===== src/rtl/cordic_pkg.sv =====
// rtl/cordic_pkg.sv - shared widths and FSM state encodings for the CORDIC sweep controller and core
package cordic_pkg;

    localparam int DW_ANGLE_DEF             = 7;
    localparam int DW_FRACTION_DEF          = 6;
    localparam int DW_CALCULATION_TERMS_DEF = 16;

    localparam int RW = DW_CALCULATION_TERMS_DEF + DW_FRACTION_DEF + 1;
    localparam int AW = DW_ANGLE_DEF + 1;

    typedef logic [2:0] state_t;

    localparam state_t S_IDLE       = 3'd0;
    localparam state_t S_ISSUE      = 3'd1;
    localparam state_t S_WAIT_READY = 3'd2;
    localparam state_t S_PRESENT    = 3'd3;
    localparam state_t S_RELEASE    = 3'd4;
    localparam state_t S_DONE       = 3'd5;

endpackage


===== src/rtl/cordic_sweep_controller.sv =====
// rtl/cordic_sweep_controller.sv - steps a CORDIC responder through an angle sweep over a four-phase handshake
module cordic_sweep_controller
    import cordic_pkg::*;
#(
    parameter int DW_ANGLE             = DW_ANGLE_DEF,
    parameter int DW_FRACTION          = DW_FRACTION_DEF,
    parameter int DW_CALCULATION_TERMS = DW_CALCULATION_TERMS_DEF,
    parameter int TIMEOUT_CYCLES       = 255
) (
    input  logic                                      clk,
    input  logic                                      rst,
    input  logic                                      start,
    input  logic [DW_ANGLE:0]                         angle_start,
    input  logic [DW_ANGLE:0]                         angle_step,
    input  logic [DW_ANGLE:0]                         num_angles,
    input  logic [DW_CALCULATION_TERMS+DW_FRACTION:0] x_scale,
    output logic                                      busy,
    output logic                                      done,
    output logic                                      error,
    output logic                                      cordic_initiate,
    output logic [DW_ANGLE:0]                         cordic_angle,
    output logic [DW_CALCULATION_TERMS+DW_FRACTION:0] cordic_x_scale,
    output logic                                      cordic_ack,
    input  logic [DW_CALCULATION_TERMS+DW_FRACTION:0] cordic_result,
    input  logic                                      cordic_ready,
    output logic                                      out_valid,
    input  logic                                      out_ready,
    output logic [DW_CALCULATION_TERMS+DW_FRACTION:0] out_data,
    output logic [DW_ANGLE:0]                         out_index
);

    localparam int A_W = DW_ANGLE + 1;
    localparam int R_W = DW_CALCULATION_TERMS + DW_FRACTION + 1;
    localparam int T_W = $clog2(TIMEOUT_CYCLES + 1);

    localparam logic [A_W-1:0] A_ONE   = 1;
    localparam logic [T_W-1:0] T_ONE   = 1;
    localparam logic [T_W-1:0] T_LAST  = T_W'(TIMEOUT_CYCLES - 1);

    state_t           r_state;
    logic [A_W-1:0]   r_angle;
    logic [A_W-1:0]   r_step;
    logic [A_W-1:0]   r_num;
    logic [A_W-1:0]   r_index;
    logic [R_W-1:0]   r_x_scale;
    logic [R_W-1:0]   r_data;
    logic [T_W-1:0]   r_cnt;
    logic             r_error;
    logic             r_initiate;

    logic             w_last;
    logic             w_expired;

    assign w_last    = (r_index == r_num - A_ONE);
    assign w_expired = (r_cnt == T_LAST);

    always_ff @(posedge clk) begin
        if (rst) begin
            r_state    <= S_IDLE;
            r_angle    <= '0;
            r_step     <= '0;
            r_num      <= '0;
            r_index    <= '0;
            r_x_scale  <= '0;
            r_data     <= '0;
            r_cnt      <= '0;
            r_error    <= 1'b0;
            r_initiate <= 1'b0;
        end else begin
            r_initiate <= 1'b0;
            case (r_state)
                S_IDLE: begin
                    if (start) begin
                        r_error <= 1'b0;
                        if (num_angles != '0) begin
                            r_angle   <= angle_start;
                            r_step    <= angle_step;
                            r_num     <= num_angles;
                            r_x_scale <= x_scale;
                            r_index   <= '0;
                            r_state   <= S_ISSUE;
                        end else begin
                            r_state <= S_DONE;
                        end
                    end
                end
                // The request pulse is registered so it appears on the first WAIT_READY cycle.
                S_ISSUE: begin
                    r_initiate <= 1'b1;
                    r_cnt      <= '0;
                    r_state    <= S_WAIT_READY;
                end
                S_WAIT_READY: begin
                    if (cordic_ready) begin
                        r_data  <= cordic_result;
                        r_state <= S_PRESENT;
                    end else if (w_expired) begin
                        r_error <= 1'b1;
                        r_state <= S_DONE;
                    end else begin
                        r_cnt <= r_cnt + T_ONE;
                    end
                end
                S_PRESENT: begin
                    if (out_ready) begin
                        r_cnt   <= '0;
                        r_state <= S_RELEASE;
                    end
                end
                S_RELEASE: begin
                    if (!cordic_ready) begin
                        if (w_last) begin
                            r_state <= S_DONE;
                        end else begin
                            r_index <= r_index + A_ONE;
                            r_angle <= r_angle + r_step;
                            r_state <= S_ISSUE;
                        end
                    end else if (w_expired) begin
                        r_error <= 1'b1;
                        r_state <= S_DONE;
                    end else begin
                        r_cnt <= r_cnt + T_ONE;
                    end
                end
                S_DONE:  r_state <= S_IDLE;
                default: r_state <= S_IDLE;
            endcase
        end
    end

    assign busy            = (r_state != S_IDLE) && (r_state != S_DONE);
    assign done            = (r_state == S_DONE);
    assign error           = r_error;
    assign cordic_initiate = r_initiate;
    assign cordic_angle    = r_angle;
    assign cordic_x_scale  = r_x_scale;
    assign cordic_ack      = (r_state == S_RELEASE);
    assign out_valid       = (r_state == S_PRESENT);
    assign out_data        = r_data;
    assign out_index       = r_index;

endmodule


===== config.mk =====
export PLATFORM = sky130hd
export DESIGN_NAME = cordic_sweep_controller
export DESIGN_NICKNAME = d
export VERILOG_FILES = /design/src/rtl/cordic_pkg.sv /design/src/rtl/cordic_sweep_controller.sv
export SDC_FILE = /design/constraint.sdc
export NUM_CORES = 1
export LEC_CHECK = 0
export ABC_AREA = 0
export BUFFER_PORTS_ARGS = -buffer_cell sky130_fd_sc_hd__buf_2
export CAP_MARGIN = 20
export CELL_PAD_IN_SITES_DETAIL_PLACEMENT = 1
export CELL_PAD_IN_SITES_GLOBAL_PLACEMENT = 2
export CORE_ASPECT_RATIO = 1.25
export CORE_UTILIZATION = 26
export DETAILED_ROUTE_END_ITERATION = 8
export GPL_TIMING_DRIVEN = 0
export PLACE_DENSITY_LB_ADDON = 0.3
export SLEW_MARGIN = 20
export SYNTH_ARGS = -nofsm -noshare
export SYNTH_HDL_FRONTEND = slang
export SYNTH_SLANG_ARGS = --single-unit

===== constraint.sdc =====
create_clock -name clk -period 2.1 [get_ports clk]
set_clock_uncertainty 0.1 [all_clocks]
set_input_delay 0.315 -clock clk [delete_from_list [all_inputs] [get_ports clk]]
set_output_delay 0.315 -clock clk [all_outputs]
set_load 0.01 [all_outputs]

# Word level (Yosys, flattened, before mapping)
# Index checks and enable logic that the tools add are counted.
# word_totals
n_memories	0
mem_bits_ro	0
word_cells	71
ff_bits	91
latchBits	0
ram_bits	0
# classes
addsub	4
n_eq_ne	15
order_cmp	0
shift	0
mul	0
bitwise_logic	0
muxes	29
n_reduce_logical	13
div_mod_pow	0
# op_table
op	n
8-bit 2-to-1 mux	12
8-bit one-hot mux with 2 select lines	2
8-bit one-hot mux with 4 select lines	1
3-bit 2-to-1 mux	7
8-bit by 1-bit adder with 8-bit output (second input constant)	2
3-bit one-hot mux with 5 select lines	1
2-bit inequality test (second input constant)	5
8-bit adder	1
8-bit == test	1
8-bit == test (second input constant)	1
4-bit AND reduction	2
8-bit nonzero test	1
8-bit by 1-bit subtractor with 8-bit output (second input constant)	1
3-bit by 2-bit == test with 1-bit output (second input constant)	2
3-bit == test (second input constant)	2
3-bit nonzero test	2
1-bit 2-to-1 mux	5
5-bit AND reduction	1
2-bit by 1-bit inequality test with 1-bit output (second input constant)	2
2-bit AND reduction	2
4-bit nonzero test	1
3-bit by 1-bit == test with 1-bit output (second input constant)	1
3-bit logical NOT	1
3-bit inequality test (second input constant)	1
other kinds (4)	4

# Longest topological paths before layout
# depth
ltp_word	5
depth_mapped	10
ltp_nobuf	9

# Worst setup path before layout
# No wires, ideal clock.
# synth_timing
path_type	reg-to-reg
startpoint	reg r_angle[0], in the netlist cordic_angle[0]
endpoint	reg r_angle[6], in the netlist cordic_angle[6]
arrival_ps	2224
t_required_ps	1943
stages_incl_launch_ff	10
n_path_buf	0
path_slack_ps	-281
cell_sequence	dfxtp_1 ha_1 inv_1 fa_1 nor2b_1 o31a_1 nor2_1 or4b_2 a31oi_1 mux2_4
# synth_between
elab_chain_cells	4
# synth_lines
item	line_no	text
start, declared	cordic_sweep_controller.sv:41	logic [A_W-1:0] r_angle;
start signal, assigned	cordic_sweep_controller.sv:76	r_angle <= angle_start;
start signal, assigned	cordic_sweep_controller.sv:116	r_angle <= r_angle + r_step;
8-bit adder	cordic_sweep_controller.sv:116	
8-bit 2-to-1 mux	cordic_sweep_controller.sv:112	if (w_last) begin
8-bit 2-to-1 mux	cordic_sweep_controller.sv:111	if (!cordic_ready) begin
8-bit one-hot mux with 2 select lines	cordic_sweep_controller.sv:71	case (r_state)
# Every way passes these cells. The select of a mux whose other input is x is not followed.
# A chain may end at the register's enable or synchronous reset.

# Worst setup path after layout
# layout_timing
startpoint	reg r_num[3]
endpoint	reg r_angle[6], in the netlist cordic_angle[6]
# layout_between
elab_chain_cells	4
# layout_lines
item	line_no	text
start, declared	cordic_sweep_controller.sv:43	logic [A_W-1:0] r_num;
start signal, assigned	cordic_sweep_controller.sv:78	r_num <= num_angles;
8-bit by 1-bit subtractor with 8-bit output	cordic_sweep_controller.sv:54	assign w_last = (r_index == r_num - A_ONE);
8-bit == test	cordic_sweep_controller.sv:54	
2-bit inequality test (no source line)	-	
5-bit AND reduction (no source line)	-	
# Every way passes these cells.

==> flow_summary.yaml <==
outcome:
  status: "finished, violations left"
  violations: "negative setup slack"
power:
  powerDensity_mw_per_mm2: 816.4
  p_clk_share_pct: 36.5
  p_switching_mw: 1.507
  combPwrFrac_pct: 23.1
  ir_drop_v: 0.0002629
  seq_power_share_pct: 40.4
  power.share.switching_pct: 30.81
  internal-power_mw: 3.385
  total_power_mw: 4.893
  leakagePower_nw: 2.490
clock_tree:
  htree_levels: 3
  clock-sinks: 91
  cts.clk_slew.worst_paths_ps: 70
  cts_root_buf: "clkbuf_16"
  cts_made_buffers: 9
  clockBufferDepth: 2
  cts_tree: "built"
  hold_buffers: 0
  insertion_delay_ps: 350
placement:
  place_hpwl_mm: 11.45
  gp_congestion: 0.7877
  dpl-instance-area_sq_mm: 0.005454
  portBuffers: 142
  placed_cells: 904
synth:
  ys_seq_area_share_pct: 41.51
  synth-seq-cells: 91
  synth_mux_area_share_pct: 2.395
  synth-main-ff-cell: "dfxtp_1"
  syn-mean-instance-area_sq_um: 8.039
  async_flop_share_pct: 0
  synth_compound_gate_area_share_pct: 18.02
  syn-cell-area_sq_mm: 0.004389
  synth_edf_count: 0
  syn-instance-count: 546
  yosysWarningCount: 0
  synthAdderAreaFrac_pct: 3.592
  syn_nets: 633
  synth_top_family_by_area: "simple AND/OR/NAND/NOR gates"
  synth_cell_types: 67
  synthSimpleGateAreaFrac_pct: 26.00
  yosys.area_share.xor_xnor_pct: 3.791
sta:
  slew_headroom_pct: 59.33
  fmax_mhz: 426.7
  layout_setup_ws_ps: -243.6
  tightest_slew_ps: 610.1
  fin_crit_sh_pct: 111.6
  slew_violations: 0
  setup_viol: 17
  rsz0062_at_grt: "yes"
  hold_violations: 0
  final.min_clock_period_ps: 2344
die:
  start_util_pct: 26.88
  ioPinCount: 143
  core_sq_mm: 0.01633
  die_h_um: 147.3
  rows: 52
  die_area_sq_mm: 0.01741
  die_w_um: 118.2
global_routing:
  antenna_found_initial: 0
  grt_max_degree: 17
  grt_pass1_wl_mm: 24.03
  first_global_vias: 4782
  grt_overflow_total: 0
  grt_usage_pct: 17.43
worst_setup_path:
  cp_max_fo: 6
  crit_path_cell_trace: "or3_4 -> or3_4 -> a2111oi_4 -> o21a_4 -> nor2_4 -> mux2_4"
  cp_top_family: "simple AND/OR/NAND/NOR gates"
  r2r-end: "cordic_angle[6]$_SDFFE_PP0P_"
  r2r-start: "r_num[3]$_SDFFE_PP0P_"
  critPathKind: "reg2reg"
  critPathMaxStageDelay_ps: 390
  r2r_slack_ps: -240
  slowest_stage: "or3_4"
  reg2reg_depth: 6
  cp_data_arrival_time_ps: 2490
  required_ps: 2240
  end_kind: "register"
  startpoint_type: "register"
  path_common_cell: "or3_4"
  crit_buf_inv: 0
route:
  wire_per_inst_um: 15.92
  wl_mm: 14.79
  first_pass_iters: 4
  vias: 4440
  ant_nets: 0
  drc: 0
  vias_per_cell: 4.779
  first_iter_violations: 172
run:
  max_cap_viol_count: 0
finish:
  fillers: 1988
  fin_nets: 795
  antenna_cells: 0
  fin_area_sq_mm: 0.005993
  regArea_sq_mm: 0.001842
  area_growth_pct: 36.55
  drive_above_1_share_pct: 33.80
  multiInputGateArea_sq_mm: 0.002532
  final_cells: 929
min_path:
  hold_depth: 3
  hold_end: "r_step[0]$_SDFFE_PP0P_"
  hp-start: "angle_step[0]"
  hold_class: "in2reg"
-- flip-flops by register name (all words and copies together), names as in the netlist --
| name | count |
|---|---|
| out_index | 8 |
| cordic_initiate | 1 |
| r_state | 3 |
| out_data | 23 |
| r_step | 8 |
| cordic_x_scale | 23 |
| r_cnt | 8 |
| r_num | 8 |
| cordic_angle | 8 |
| error | 1 |
-- per-stage QoR --
step | setup slack (ps) | setup TNS, ps | hold WS (ps) | utilization, %
after global routing | -302.8 | -4463 | 87.68 | 36.70
after global placement | -683.5 | -24150 | 340.3 | 33.40
after floorplan | -95.05 | -577.9 | 316.5 | -
final | -243.6 | -3129 | 95.76 | 36.70
after CTS | -295.1 | -3795 | 81.41 | 35.96
after detailed placement | -723.1 | -26540 | 344.5 | 33.40
-- metal layers --
| metal | GRT usage (%) | part of all wire, % | vias up |
|---|---|---|---|
| li1 | - | - | 2214 |
| met2 | 31.68 | 52 | 94 |
| met4 | 5.449 | 1.1 | 0 |
| met3 | 5.939 | 6.3 | 10 |
| met5 | 0 | 0 | - |
| met1 | 18.87 | 41 | 2122 |
-- cells by family after synthesis --
family | after synthesis
buffers and inverters | 47
AND/OR/NAND/NOR | 240
adder cells (fa/ha/maj) | 12
multiplexers | 10
AO/OA/AOI/OAI | 129
XOR/XNOR | 17
flip-flops | 91
-- worst max path at each step --
stage / start / to / slack, ps / cells after the start
final: r_num[3]$_SDFFE_PP0P_ / cordic_angle[6]$_SDFFE_PP0P_ / -240 / 6
after global routing: r_num[3]$_SDFFE_PP0P_ / cordic_angle[6]$_SDFFE_PP0P_ / -300 / 6
after CTS: r_num[3]$_SDFFE_PP0P_ / cordic_angle[6]$_SDFFE_PP0P_ / -300 / 6
after detailed placement: r_state[0]$_SDFFE_PP0P_ / cordic_x_scale[17]$_SDFFE_PP0P_ / -720 / 8
after global placement: r_state[0]$_SDFFE_PP0P_ / cordic_x_scale[16]$_SDFFE_PP0P_ / -680 / 8
after floorplan: r_num[2]$_SDFFE_PP0P_ / cordic_angle[6]$_SDFFE_PP0P_ / -100 / 7
-- power groups by stage --
stage	Clock (mW)	Sequential (mW)	Combinational (mW)
final	1.79	1.98	1.13
after global routing	1.92	1.99	1.26
after CTS	1.85	1.97	1.11
after detailed placement	0	2.00	1.09
after global placement	0	1.99	1.05
after floorplan	0	2.02	0.658
-- tightest hold or removal path, delay by kind of cell --
kind	cells	cell delay [ps]
buffers and inverters	1	100
AOI/OAI and AO/OA	1	50
and+or+nand+nor	1	40
-- placed cells by master, fill, tap and decap left out, types with 9 or more instances in the layout --
| cell | n |
|---|---|
| clkbuf_1 | 17 |
| o21ai_0 | 11 |
| nor3_1 | 10 |
| ha_1 | 9 |
| buf_2 | 145 |
| inv_1 | 11 |
| clkbuf_16 | 9 |
| dfxtp_1 | 81 |
| a21oi_1 | 72 |
| xnor2_1 | 9 |
| nor2_1 | 19 |
| buf_4 | 12 |
| mux2i_1 | 9 |
| nand2_1 | 146 |
-- cell usage after synthesis (5+ instances only) --
cell	count	share of area [%]
mux2i_1	9	2.1
a21oi_1	78	8.9
nand4_1	7	1.0
nor2_1	19	1.6
nand2_1	146	12
xnor2_1	9	1.8
xor2_1	7	1.4
nor3b_1	5	0.86
inv_1	12	1.0
clkbuf_1	26	2.2
or3_1	7	1.0
o21ai_0	13	1.5
a211oi_1	7	1.2
nor3_1	11	1.3
dfxtp_1	91	42
nor2b_1	9	1.3
nor4_1	6	0.86
ha_1	11	3.1
nand3_1	5	0.57
-- timing repair --
item | in CTS | in global routing
hold endpoints to repair | 0 | 0
cloned | 0 | 1
gates resized for setup | 23 | 25
pin swaps | 5 | 10
endpoints found under the setup margin | 62 | 72
setup buffers | 7 | 4
-- final cells by class --
| type | count | share of cell area (%) |
|---|---|---|
| flip-flops and latches | 91 | 30.73 |
| plain buffers | 31 | 2.860 |
| well taps | 216 | 4.509 |
| clock inverters | 7 | 1.691 |
| clock buffers | 9 | 3.758 |
| repair buffers | 153 | 13.30 |
| inverters | 13 | 0.8977 |
| multi-input cells | 409 | 42.25 |
Note: power is estimated with default switching activity, not from simulation.
